## src/rtl/divider_defs.sv

```systemverilog
// divider_defs: shared widths and FSM encoding for the sequential divider
package divider_defs;
  localparam int DIVIDEND_W = 8;
  localparam int DIVISOR_W = 4;
  localparam int CNT_W = $clog2(DIVIDEND_W);
  typedef enum logic {IDLE = 1'b0, CALC = 1'b1} state_t;
endpackage

```

## src/rtl/full_adder_mux.sv

```systemverilog
// full_adder_mux: one-bit full adder whose carry is a propagate-selected mux
module full_adder_mux (
  input  logic a,
  input  logic b,
  input  logic cin,
  output logic sum,
  output logic cout
);
  logic p;
  assign p = a ^ b;
  assign sum = p ^ cin;
  assign cout = p ? cin : a;
endmodule

```

## src/rtl/ripple_subtractor.sv

```systemverilog
// ripple_subtractor: a - b as a + ~b + 1; carry-out high means no borrow
module ripple_subtractor #(
  parameter int W = 5
) (
  input  logic [W-1:0] a,
  input  logic [W-1:0] b,
  output logic [W-1:0] diff,
  output logic         no_borrow
);
  logic [W:0] c;
  assign c[0] = 1'b1;
  for (genvar i = 0; i < W; i++) begin : g_bit
    full_adder_mux u_fa (.a(a[i]), .b(~b[i]), .cin(c[i]), .sum(diff[i]), .cout(c[i+1]));
  end
  assign no_borrow = c[W];
endmodule

```

## src/rtl/seq_divider_8x4.sv

```systemverilog
// seq_divider_8x4: restoring divider resolving one quotient bit per clock
module seq_divider_8x4
  import divider_defs::*;
(
  input  logic                  clk,
  input  logic                  rst_n,
  input  logic                  start,
  input  logic [DIVIDEND_W-1:0] dividend,
  input  logic [DIVISOR_W-1:0]  divisor,
  output logic                  busy,
  output logic                  done,
  output logic [DIVIDEND_W-1:0] quotient,
  output logic [DIVISOR_W-1:0]  remainder,
  output logic                  div_by_zero
);
  state_t state, state_n;
  logic [DIVIDEND_W-1:0] q, q_n, quotient_n;
  logic [DIVISOR_W:0] r, r_n, r_shift, diff;
  logic [DIVISOR_W-1:0] d, d_n, remainder_n;
  logic [CNT_W-1:0] cnt, cnt_n;
  logic no_borrow, busy_n, done_n, dbz_n;
  logic r_msb_unused;
  assign r_shift = {r[DIVISOR_W-1:0], q[DIVIDEND_W-1]};
  assign r_msb_unused = r[DIVISOR_W];
  ripple_subtractor #(.W(DIVISOR_W + 1)) u_sub (
    .a(r_shift),
    .b({1'b0, d}),
    .diff(diff),
    .no_borrow(no_borrow)
  );
  // next state, datapath iteration and result capture
  always_comb begin
    state_n = state;
    q_n = q;
    r_n = r;
    d_n = d;
    cnt_n = cnt;
    busy_n = busy;
    done_n = 1'b0;
    dbz_n = div_by_zero;
    quotient_n = quotient;
    remainder_n = remainder;
    if (state == IDLE && start && divisor == '0) begin
      done_n = 1'b1;
      dbz_n = 1'b1;
      quotient_n = '1;
      remainder_n = '0;
    end else if (state == IDLE && start) begin
      q_n = dividend;
      d_n = divisor;
      r_n = '0;
      cnt_n = CNT_W'(DIVIDEND_W - 1);
      dbz_n = 1'b0;
      busy_n = 1'b1;
      state_n = CALC;
    end else if (state == CALC) begin
      q_n = {q[DIVIDEND_W-2:0], no_borrow};
      r_n = no_borrow ? diff : r_shift;
      cnt_n = cnt - 1'b1;
      if (cnt == '0) begin
        quotient_n = q_n;
        remainder_n = r_n[DIVISOR_W-1:0];
        done_n = 1'b1;
        busy_n = 1'b0;
        state_n = IDLE;
      end
    end
  end
  // state and output registers with synchronous active-low reset
  always_ff @(posedge clk) begin
    if (!rst_n) begin
      state <= IDLE;
      q <= '0;
      r <= '0;
      d <= '0;
      cnt <= '0;
      busy <= 1'b0;
      done <= 1'b0;
      div_by_zero <= 1'b0;
      quotient <= '0;
      remainder <= '0;
    end else begin
      state <= state_n;
      q <= q_n;
      r <= r_n;
      d <= d_n;
      cnt <= cnt_n;
      busy <= busy_n;
      done <= done_n;
      div_by_zero <= dbz_n;
      quotient <= quotient_n;
      remainder <= remainder_n;
    end
  end
endmodule

```

## config.mk

```make
export PLATFORM = sky130hd
export DESIGN_NAME = seq_divider_8x4
export DESIGN_NICKNAME = d
export VERILOG_FILES = /design/src/rtl/divider_defs.sv /design/src/rtl/full_adder_mux.sv /design/src/rtl/ripple_subtractor.sv /design/src/rtl/seq_divider_8x4.sv
export SDC_FILE = /design/constraint.sdc
export NUM_CORES = 1
export LEC_CHECK = 0
export ABC_CLOCK_PERIOD_IN_PS = 2500
export CAP_MARGIN = 10
export CORE_ASPECT_RATIO = 0.6
export CORE_UTILIZATION = 30
export DETAILED_ROUTE_END_ITERATION = 8
export PLACE_DENSITY_LB_ADDON = 0.12
export SKIP_LAST_GASP = 1
export SLEW_MARGIN = 20
export SYNTH_ARGS = -nofsm -noshare
export SYNTH_HDL_FRONTEND = slang
export SYNTH_SLANG_ARGS = --single-unit
export TNS_END_PERCENT = 10
```

## constraint.sdc

```tcl
create_clock -name clk -period 2.5 [get_ports clk]
set_input_delay 0.5 -clock clk [delete_from_list [all_inputs] [get_ports clk]]
set_output_delay 0.5 -clock clk [all_outputs]
set_load 0.02 [all_outputs]
```

# [After elaboration in Yosys (flattened, before gate mapping)]
# Cells that the tools add are included.
[totals] rom_bits=0 out_inout_bits=15 wordCells=71 n_memories=0 mem_bits_rw=0 latchBits=0 regBits=35 inputBits=15
[classes] order_cmp=0 addsub=1 n_bitwise=16 mul=0 shifts=0 n_eq_ne=1 muxes=28 n_div=0 n_reduce_logical=15
[op_table] operator="8-bit 2-to-1 mux" n=6
[op_table] operator="1-bit 2-to-1 mux" n=17
[op_table] operator="4-bit 2-to-1 mux" n=3
[op_table] operator="2-bit nonzero test" n=5
[op_table] operator="1-bit inverter" n=9
[op_table] operator="3-bit AND reduction" n=3
[op_table] operator="1-bit XOR" n=7
[op_table] operator="3-bit 2-to-1 mux" n=2
[op_table] operator="4-bit logical NOT" n=1
[op_table] operator="2-bit AND reduction" n=2
[op_table] operator="3-bit logical NOT" n=1
[op_table] operator="3-bit by 1-bit subtractor with 3-bit output (second input constant)" n=1
[op_table] operator="1-bit logical AND" n=2
[op_table] operator="2-bit by 1-bit inequality test with 1-bit output (second input constant)" n=1
[op_table] operator="2-bit OR reduction" n=1

# [Logic depth before layout (Yosys ltp)]
# Gate-level depths: netlist of run 1.
[depth] depth_word=11 mapped_depth=7 ltp_nobuf=7

# [Cells and area by module]
# A second synthesis of run 1 with hierarchy kept.
[hier_totals] cells_unflattened=185 hier_area_um2=1724.2
[modules_own_cells] mod="seq_divider_8x4" seq_area_each_um2=700.7 cells_each=169 area_per_inst_um2=1532.7 n_inst=1
[modules_own_cells] mod="full_adder_mux" seq_area_each_um2=0.0 cells_each=2 area_per_inst_um2=33.8 n_inst=5
[modules_own_cells] mod="ripple_subtractor" seq_area_each_um2=0.0 cells_each=6 area_per_inst_um2=22.5 n_inst=1

# [Worst setup path after synthesis of run 1]
# OpenSTA, ideal clock, no wires.
[synth_timing] kind="input to register" start="in divisor[0]" end="reg q[6]" arrival_ns=1.654 required_time_ns=2.359 setup_time_ns=0.141 stages=6 n_path_buf=2 path_slack_ns=0.705 cell_sequence="or4_4 -> buf_6 -> a21o_1 -> buf_6 -> nor2_1 -> a311oi_2"
[synth_via] elab_chain_cells=4
[synth_rtl] item="start, declared" line_no="seq_divider_8x4.sv:9" rtl="input logic [DIVISOR_W-1:0] divisor,"
[synth_rtl] item="4-bit logical NOT" line_no="seq_divider_8x4.sv:43" rtl="if (state == IDLE && start && divisor == '0) begin"
[synth_rtl] item="1-bit logical AND" line_no="seq_divider_8x4.sv:43"
[synth_rtl] item="1-bit inverter (no line)"
[synth_rtl] item="2-bit AND reduction (no line)"
[synth_rtl] item="end signal, assigned" line_no="seq_divider_8x4.sv:84" rtl="q <= q_n;"
[synth_rtl] item="end, declared" line_no="seq_divider_8x4.sv:17" rtl="logic [DIVIDEND_W-1:0] q, q_n, quotient_n;"
# No other way between the ends.
# A chain may end at the register's enable or synchronous reset.

# [Final worst setup path of run 1]
[layout_timing] start="in divisor[0]" end="reg q[3]"
# Same word-level chain as after synthesis.

==> results of run 1 <==
## final cells by class
| class | count | area, um^2 | share of cell area |
|---|---|---|---|
| Clock buffer | 7 | 76.3 | 0.0356 |
| Clock inverter | 1 | 5.00 | 0.00234 |
| Inverter | 9 | 33.8 | 0.0158 |
| Multi-Input combinational cell | 144 | 871 | 0.407 |
| Sequential cell | 35 | 701 | 0.327 |
| Tap cell | 66 | 82.6 | 0.0386 |
| Timing Repair Buffer | 40 | 373 | 0.174 |
## power by group through the flow
stage	Sequential (uW)	Combinational [uW]	Clock, uW
after floorplan	659	175	0
after CTS	640	295	409
final	640	293	393
after global placement	654	294	0
after detailed placement	653	294	0
after global routing	647	327	439
## sequential cells by signal, summed over array words and instances (netlist names), 3 cells and up
name	cells
cnt	3
r	4
d	4
remainder	4
quotient	8
q	8
## critical path, cell delays in order
cell and delay (ps):
clkdlybuf4s50_1 420, or4_4 590, a21o_1 380, nor2_1 200, a311oi_2 60
## kinds of logic (layout without fill, tap and decap cells)
group           after synthesis  count (layout)  synth area share
buf+inv                      22              57            0.0599
compound gates               52              52             0.246
xor+xnor                      3               3            0.0157
flops                        35              35             0.419
simple gates                 85              85             0.231
mux                           1               1           0.00599
fa+ha+maj                     3               3            0.0225
## per-stage QoR
step | utilization | power (uW) | std cells
finish | 0.412 | 1330 | 302
global route | 0.412 | 1410 | 302
CTS | 0.412 | 1340 | 302
detailed placement | 0.396 | 947 | 294
global placement | 0.396 | 949 | 294
floorplan | - | 834 | 201
## cell usage in the layout (no fill, tap or decap), types with 3 or more instances in the layout
cell type        count
a311oi_2             6
nor2_1              21
clkdlybuf4s50_1     29
inv_1                9
dfxtp_1             35
ha_1                 3
clkbuf_8             5
buf_4               11
nand2b_1             4
o211ai_1             4
a21oi_1             11
a211oi_1             6
nor2b_1              4
nor3_1               7
nand3_1              7
o21ai_0              8
nand2_1             34
## layer usage
metal	GRT usage	vias to the layer above
met5	0	-
met4	0.0256	0
met3	0.0515	4
met2	0.174	29
met1	0.261	649
li1	-	774
## path summary, 6_finish.rpt
kind	from	end	cells past startpoint
max	divisor[0]	q[3]$_SDFFE_PN0P_	5
min	cnt[0]$_SDFFE_PN0P_	cnt[0]$_SDFFE_PN0P_	1
max reg2reg	q[7]$_SDFFE_PN0P_	remainder[3]$_SDFFE_PP0P_	7
min reg2reg	cnt[0]$_SDFFE_PN0P_	cnt[0]$_SDFFE_PN0P_	1
==> metrics.log, run 1 <==
[metrics] Max-cap violations: 0
[metrics] largest fanout of any net on the critical path: 13
[metrics] uppermost metal layer occupied by signal nets: met4
[metrics] core footprint: 0.00520 mm^2
[metrics] most used standard cell by instance count after synthesis: dfxtp_1
[metrics] count of buffers from port buffering: 29
[metrics] sequential group share of total power: 0.483
[metrics] aggregate routed wire length: 4.14 mm
[metrics] async set-reset flop share out of synthesis: 0
[metrics] Setup CP Type: in -> reg
[metrics] number of warnings printed during yosys synthesis: 0
[metrics] arrival time of the worst setup path: roughly 2200 ps
[metrics] f_max: around 500 MHz
[metrics] outcome: finished clean
[metrics] Core Rows: 20
[metrics] net total in the final layout: ~250
[metrics] final-layout fill cell count: roughly 550
[metrics] nature of the critical path endpoint: flip-flop
[metrics] leading area contributor after synthesis: dfxtp_1
[metrics] area of the mapped netlist: 0.00167 mm^2
[metrics] mean routed wirelength per cell: approximately 14 um
[metrics] final clock skew: between 5 and 6 ps
[metrics] worst slack after detailed placement: roughly 170 ps
[metrics] Pwr Density: just over 600 mW/mm^2
[metrics] die outline area: 0.00588 mm^2
[metrics] wire length of the first global-routing pass: just under 7 mm
[metrics] Setup Buffers After CTS: 0
[metrics] post-synth top area share: 0.419
[metrics] hold buffers post-CTS: 0
[metrics] chip height: 59.8 um
[metrics] worst-case headroom to the max-slew limit: 0.668
[metrics] unrepaired setup endpoints after global routing: false
[metrics] setup ws final: 472 ps
[metrics] H-tree level count: 2
[metrics] Sw Ratio: 0.296
[metrics] fraction of power consumed by the clock network: 0.296
[metrics] metal1 wirelength: about 2.5 mm
[metrics] HPWL after DPL: slightly above 3 mm
[metrics] DRC violation total after the first TritonRoute iteration: 53
[metrics] clock latency on the worst-skew pair: 280 ps
[metrics] Post-Route Setup TNS: 0 ps
[metrics] final hold violation count: 0
[metrics] synthesis-to-finish area growth: 28.1%
[metrics] Post-Synthesis Cells: approximately 200
[metrics] overall via count from detail_route: roughly 1,500
[metrics] static power due to leakage: 0.000787 uW
[metrics] CTS tree: built
[metrics] routed length on met3: 251 um
[metrics] maximum number of pins on one net before global-route repair: 22
[metrics] root buffer selected by CTS: clkbuf_8
[metrics] synth cell count leaders: 35 x dfxtp_1, 34 x nand2_1, 21 x nor2_1, 11 x a21oi_1, 9 x inv_1
[metrics] routability cong.: ~0.71
[metrics] share of cells above drive strength 1: 0.123
[metrics] VDD IR max: 0.210 mV
[metrics] number of cells upsized or downsized after cts: 0
[metrics] slew of the pin with the lowest slew margin: 498 ps
[metrics] internal portion of total power: 934 uW
[metrics] instance area at placement: 0.00206 mm^2
[metrics] CP Data Required Time: about 2600 ps
[metrics] number of antenna violations at the first check in global routing: 0
[metrics] met2 layer wire length in the routed design: approximately 1.4 mm
[metrics] antenna viol nets, final: 0
[metrics] number of buffers created by CTS: 5
[metrics] Comb power frac: 0.221
[metrics] clock tree buffer depth: 2
[metrics] worst hold-check path type: reg -> reg
[metrics] post-detailed-route via-to-cell ratio: 4.82
[metrics] area of all placed cells without fillers: between 0.002 and 0.0025 mm^2
[metrics] dominant register cell in the synthesized netlist: dfxtp_1
[metrics] post-synthesis sequential area ratio: 0.419
[metrics] length of the first detailed-routing pass in iterations: 6
[metrics] fin crit share: 0.811
[metrics] final worst hold slack: about 460 ps
[metrics] number of endpoints failing setup at the final stage: 0
[metrics] final slew viol count: 0
[metrics] antenna cells: 0
[metrics] remaining routing DRC violations: 0
[metrics] via count of the first global-routing pass: 1,268
[metrics] kind of start point of the critical path: primary input
[metrics] grt ovf: 0
[metrics] minimum period implied by the final worst setup slack: between 2000 and 2500 ps
[metrics] Mean Syn Cell Area: about 8.3 um^2
[metrics] register bit total from synthesis: 35
[metrics] Synth cell types: 42
[metrics] clock edge transition at the registers on the reported setup and hold paths: about 70 ps
[metrics] top post-synthesis cells by area: dfxtp_1 42%, nand2_1 7.6%, a311oi_2 5.4%, nor2_1 4.7%, a21oi_1 3.3%
[metrics] overall global routing resource usage: 0.155
[metrics] synthesized net count: between 200 and 250
[metrics] total number of clock tree sinks: 35
[metrics] Post-synth EDFFs: 0
[metrics] switching power of the nets: between 300 and 400 uW
[metrics] IO Count: 30
[metrics] initial cell density of the core: 0.321
[metrics] R2R Setup Slk: 530 ps
[metrics] Die Span X: between 90 and 100 um
No activity file was read; power rests on OpenSTA's default activity.
==> run 2: changes to the inputs <==
--- a/config.mk
+++ b/config.mk
@@ -5,7 +5,7 @@
 export SDC_FILE = /design/constraint.sdc
 export NUM_CORES = 1
 export LEC_CHECK = 0
-export ABC_CLOCK_PERIOD_IN_PS = 2500
+export ABC_CLOCK_PERIOD_IN_PS = 1900
 export CAP_MARGIN = 10
 export CORE_ASPECT_RATIO = 0.6
 export CORE_UTILIZATION = 30
==> constraint.sdc (replaced) <==
create_clock -name clk -period 1.9 [get_ports clk]
set_input_delay 0.38 -clock clk [delete_from_list [all_inputs] [get_ports clk]]
set_output_delay 0.38 -clock clk [all_outputs]
set_load 0.02 [all_outputs]
==> run 2 against run 1 <==
Against the previous run: highest routed layer unchanged; combinational power up 44%; first-iteration DRC count is 89% higher; clock-buffer cell count is 1 higher; sequential share of layout area down 1.9 points; via count is 4.3% higher; worst hold slack got worse by 0.95 ps; final cell count rose by 3.3%.
==> metrics.log, run 2 (synthesis gave the netlist of run 1 again) <==
[metrics] cell family contributing the most delay on the critical path: simple AND/OR/NAND/NOR gates
[metrics] leading cell type in the layout, fill and taps excluded: dfxtp_1
[metrics] antenna viol nets, final: 0
[metrics] nature of the critical path endpoint: flip-flop
[metrics] minimum period implied by the final worst setup slack: about 1800 ps
[metrics] maximum number of pins on one net before global-route repair: 22
[metrics] H-tree level count: 2
[metrics] unrepaired setup endpoints after global routing: true
[metrics] Post-Route Setup TNS: 0 ps
[metrics] IO Count: 30
[metrics] Core Rows: 20
[metrics] DRC violation total after the first TritonRoute iteration: 100
[metrics] placed insts: 303
[metrics] instance area at placement: ~0.0021 mm^2
[metrics] mean routed wirelength per cell: 13.9 um
[metrics] chip height: 59.8 um
[metrics] non-filler cells in the finished layout: approximately 310
[metrics] final hold violation count: 0
[metrics] fin crit share: 0.955
[metrics] critical path cell sequence: clkdlybuf4s50_1 -> or4_4 -> or2_2 -> nand2_1 -> a211oi_1
[metrics] count of buffers from port buffering: 29
[metrics] Pwr Density: 820 mW/mm^2
[metrics] root buffer selected by CTS: clkbuf_8
[metrics] remaining routing DRC violations: 0
[metrics] largest registers ranked by flip-flop count: q (8), quotient (8)
[metrics] CP Data Required Time: 2070 ps
[metrics] overall via count from detail_route: approximately 1,500
[metrics] kind of start point of the critical path: primary input
[metrics] f_max: approximately 550 MHz
[metrics] net total in the final layout: between 200 and 300
[metrics] combined buffer and inverter count along the critical path: 1
[metrics] post-detailed-route via-to-cell ratio: 4.87
[metrics] core footprint: around 0.0052 mm^2
[metrics] worst-case headroom to the max-slew limit: 0.701
[metrics] routability cong.: between 0.7 and 0.8
[metrics] overall global routing resource usage: 0.157
[metrics] Setup CP Type: in -> reg
[metrics] wire length of the first global-routing pass: approximately 7.0 mm
[metrics] clock edge transition at the registers on the reported setup and hold paths: roughly 70 ps
[metrics] area of all placed cells without fillers: approximately 0.0023 mm^2
[metrics] initial cell density of the core: 0.321
[metrics] VDD IR max: around 0.26 mV
[metrics] grt ovf: 0
[metrics] clock tree buffer depth: 2
[metrics] HPWL after DPL: ~3.2 mm
[metrics] arrival time of the worst setup path: about 2000 ps
[metrics] largest stage delay on the critical path: 590 ps
[metrics] Critical-path top delay cell: or4_4
[metrics] number of antenna violations at the first check in global routing: 0
[metrics] number of endpoints failing setup at the final stage: 0
[metrics] length of the first detailed-routing pass in iterations: 6
[metrics] share of cells above drive strength 1: 0.183
[metrics] largest fanout of any net on the critical path: 5
[metrics] die outline area: between 0.005 and 0.006 mm^2
[metrics] final clock skew: 2.86 ps
[metrics] CTS tree: built
[metrics] most frequent cells in the layout: 35 x dfxtp_1, 34 x nand2_1, 29 x clkdlybuf4s50_1
[metrics] via count of the first global-routing pass: 1,320
[metrics] number of buffers created by CTS: 5
[metrics] static power due to leakage: 0.000854 uW
[metrics] slew of the pin with the lowest slew margin: ~450 ps
[metrics] antenna cells: 0
[metrics] Max-cap violations: 0
[metrics] synthesis-to-finish area growth: 35.9%
[metrics] final slew viol count: 0
[metrics] Die Span X: 98.4 um
[metrics] clock latency on the worst-skew pair: approximately 280 ps
[metrics] worst hold-check path type: reg -> reg
[metrics] outcome: finished clean
[metrics] final design utilization: 0.436
[metrics] total number of clock tree sinks: 35
[metrics] aggregate routed wire length: approximately 4.3 mm
==> run 2: cell types whose count changed in the layout (fill, tap and decap cells not counted), moves of 2 or more <==
cell      previous run  this run
buf_4               11        20
o22ai_2              0         2
o22ai_1              2         0
clkbuf_8             5         7
==> run 2: worst reg2reg max path: cells and delay by family, from the launching register on <==
| kind | cells | cell delay, ps |
|---|---|---|
| AND/OR/NAND/NOR | 1 | 120 |
| adder cells (fa/ha/maj) | 1 | 180 |
| AO/OA/AOI/OAI | 4 | 710 |
| flip-flops | 1 | 330 |
| buffers and inverters | 3 | 370 |
==> run 2: final timing paths <==
check                                        from                         to  slack, ps  cells after the start
worst max-delay path                   divisor[0]  remainder[2]$_SDFFE_PP0P_         90                      5
worst min-delay path            busy$_SDFFE_PN0P_          busy$_SDFFE_PN0P_        460                      2
worst max register to register  q[7]$_SDFFE_PN0P_          q[0]$_SDFFE_PN0P_        100                      9
worst min register to register  busy$_SDFFE_PN0P_          busy$_SDFFE_PN0P_        460                      2
==> run 2: through the flow <==
stage | hold slack, ps | total power, uW | worst slack [ps]
final | 463 | 1860 | 85.0
after global routing | 491 | 1960 | -39.5
after CTS | 465 | 1860 | 10.2
after detailed placement | 452 | 1260 | -295
after global placement | 444 | 1260 | -259
after floorplan | 436 | 1100 | 174
==> run 2: routing by layer <==
layer	global-route usage	up-vias	wire length, um
li1	-	795	-
met1	0.252	691	2590
met2	0.192	27	1530
met3	0.0456	6	185
met4	0.0448	0	33
met5	0	-	0
==> run 2: cell type report <==
class	count	area (um^2)
fill	521	2930
multi-input combinational	144	893
sequential	35	701
timing repair buffer	50	460
clock buffer	8	100
tap	66	82.6
inverter	9	33.8
==> run 2: power by group <==
| group | total [uW] | switching, uW | internal, uW | leakage, uW |
|---|---|---|---|---|
| clock | 599 | 268 | 331 | 0.0000515 |
| sequential | 841 | 48.8 | 792 | 0.000287 |
| combinational | 423 | 221 | 202 | 0.000515 |
| total | 1860 | 538 | 1320 | 0.000854 |
==> run 2: repair_timing <==
action,in CTS,in global routing
endpoints found under the setup margin,0,10
hold buffers,0,0
endpoints found under the hold margin,0,0
gates resized for setup,0,5
setup buffers,0,1
==> variant: new RTL, flow settings as in run 1 <==
Reset style: asynchronous (`rst_n`), changed in one clocked block. Comments in the files are not updated.
--- a/src/rtl/seq_divider_8x4.sv
+++ b/src/rtl/seq_divider_8x4.sv
@@ -68,5 +68,5 @@
   end
   // state and output registers with synchronous active-low reset
-  always_ff @(posedge clk) begin
+  always_ff @(posedge clk or negedge rst_n) begin
     if (!rst_n) begin
       state <= IDLE;
Behaviour: differs if rst_n is asserted again (counterexample within 4 cycles, from zero or initial values and one cycle with rst_n low); with rst_n held inactive, the same outputs for 10 cycles.
==> variant against run 1 <==
  * Synthesized cell count decreased by 31%
  * Sequential cell count unchanged
  * Routed wire length is 17% lower
  * Global-route usage down 1.2 points
  * Critical endpoint is now r[0]$_DFFE_PN0P_
  * Worst setup slack lost 51 ps
  * Area after synthesis fell by 6.9%
  * Design area fell by 5.5%
Power is not compared: it rests on default switching activity, and its combinational part moved more than twofold at a synthesized area within 25%.
==> variant: results (changes against run 1) <==
placed_design:
  portBuffers: 29  # unchanged
  place_congestion: 0.794  # +12%
  dp_hpwl_mm: 2.52  # -19%
clocking:
  cts-root-buf: "clkbuf_8"
  clkLatencyLatePin_ps: 280  # about the same
  cts_resized: 0  # unchanged
  htree_levels: 2  # unchanged
  cts_made_buffers: 5  # unchanged
  clockBufferDepth: 2  # unchanged
  cts_setup_buffers: 0  # unchanged
  clkTransAtPathRegs_ps: 70  # about the same
min_path:
  worstHoldEndpoint: "remainder[3]$_DFFE_PN0P_"
  hp-start: "remainder[3]$_DFFE_PN0P_"
  hold_path_depth: 2  # +1
yosys:
  synth-compound-area-share_pct: 18.8  # -5.8 points
  yosys_warnings: 0  # unchanged
  ys_types: 33  # -21%
  synth_seq_area_share_pct: 56.3  # +14 points
  synthXorXnorAreaFrac_pct: 2.73  # +1.2 points
  ys_top_cells_by_count: "dfrtp_1 (35), nand2_1 (18), o21ai_1 (12)"
  async_flop_share_pct: 100  # +100 points
  synthMuxAreaShare_pct: 6.43  # +5.8 points
  yosys.area_share.adder_pct: 3.86  # +1.6 points
  synth_area_leaders: "dfrtp_1 (56%), mux2i_1 (6.4%), o22a_1 (4.5%)"
  synth_nets: 156  # -29%
critical_path:
  worstPathArrival_ps: 2290  # +130 ps
  crit-reg2reg-launch: "d[0]$_DFFE_PN0P_"
  cp_slowest_cell: "dfrtp_1"
  cp-end-kind: "flop"
  r2r_end: "r[0]$_DFFE_PN0P_"
  cp_slowest_stage_delay_ps: 390  # -200 ps
  reg2regPathDepth: 6  # -1
  cp_max_fo: 3  # -10
  rrSetupSlack_ps: 420  # -110 ps
route:
  firstDrtPassIters: 4  # -2
  drtIter0Drc: 41  # -23%
  wl_mm: 3.44  # -17%
  num_vias: 1114  # -23%
layout:
  layout.nets: 189  # -25%
  diodes: 0  # unchanged
  nFillCells: 454  # -17%
  drive_above_1_share_pct: 11.0  # -1.2 points
  reg_top3: "q (8), quotient (8)"
pwr:
  switching_share_pct: 38.2
  leakage_nw: 0.842
  vdd_ir_drop_max_uv: 530
global_route:
  gr-usage-all-layers_pct: 14.3  # -1.2 points
  grt_pass1_vias: 1179  # -7.0%
  antenna_found_initial: 0  # unchanged
  grt_pass1_wl_mm: 5.72  # -16%
  grt_max_degree: 36  # +64%
outcome:
  outcome: "finished, final reports clean"
sta:
  skew_ps: 4.64  # -1.31 ps
  tightest_slew_ps: 603  # +105 ps
==> variant: how the worst max path moves through the flow <==
stage	start	endpoint
4_1_cts	d[0]$_DFFE_PN0P_	r[0]$_DFFE_PN0P_
6_report	d[0]$_DFFE_PN0P_	r[0]$_DFFE_PN0P_
3_3_place_gp	divisor[2]	r[3]$_DFFE_PN0P_
5_1_grt	q[7]$_DFFE_PN0P_	remainder[0]$_DFFE_PN0P_
3_5_place_dp	divisor[2]	r[3]$_DFFE_PN0P_
2_1_floorplan	d[0]$_DFFE_PN0P_	r[0]$_DFFE_PN0P_
==> variant: power groups by stage <==
stage / Clock, mW / Combinational (mW) / Sequential, mW
after global routing: 0.482 / 1.47 / 1.11
after floorplan: 0 / 0.802 / 1.14
after detailed placement: 0 / 1.35 / 1.07
after CTS: 0.459 / 1.35 / 1.07
final: 0.437 / 1.34 / 1.06
after global placement: 0 / 1.32 / 1.06
==> variant: kinds of logic after synthesis <==
family                     after synthesis
and+or+nand+nor                         30
buffers and inverters                   14
adders and majority gates                5
xor gates and xnor gates                 4
AOI/OAI and AO/OA                       40
DFF                                     35
muxes                                   10
==> variant: per-stage QoR <==
stage / cells / instance area [µm²] / setup WS [ps] / hold WS (ps)
floorplan: 138 / 1560 / 603 / 204
global placement: 227 / 1920 / 260 / 468
detailed placement: 227 / 1920 / 213 / 472
CTS: 235 / 2020 / 406 / 492
global route: 235 / 2020 / 288 / 512
finish: 235 / 2020 / 422 / 486
==> variant: final cells by class <==
cell class,instances,share of cell area (%)
clock buffers,8,4.95
repair buffers,32,15.5
inverters,8,1.48
well taps,63,3.90
flip-flops and latches,35,43.3
multi-input cells,89,30.9
==> variant: routing by layer <==
| layer | global-route usage (%) | up-vias | routed length (µm) |
|---|---|---|---|
| met4 | 5.19 | 0 | 0 |
| met2 | 21.2 | 18 | 1500 |
| li1 | - | 553 | - |
| met3 | 3.54 | 0 | 98 |
| met5 | 0 | - | 0 |
| met1 | 20.5 | 543 | 1830 |
==> variant: critical path: cells and delay by family (launching register included) <==
| kind | cells | cell delay (ps) |
|---|---|---|
| fa+ha+maj | 3 | 990 |
| flops | 1 | 390 |
| mux | 1 | 260 |
| compound gates | 2 | 390 |
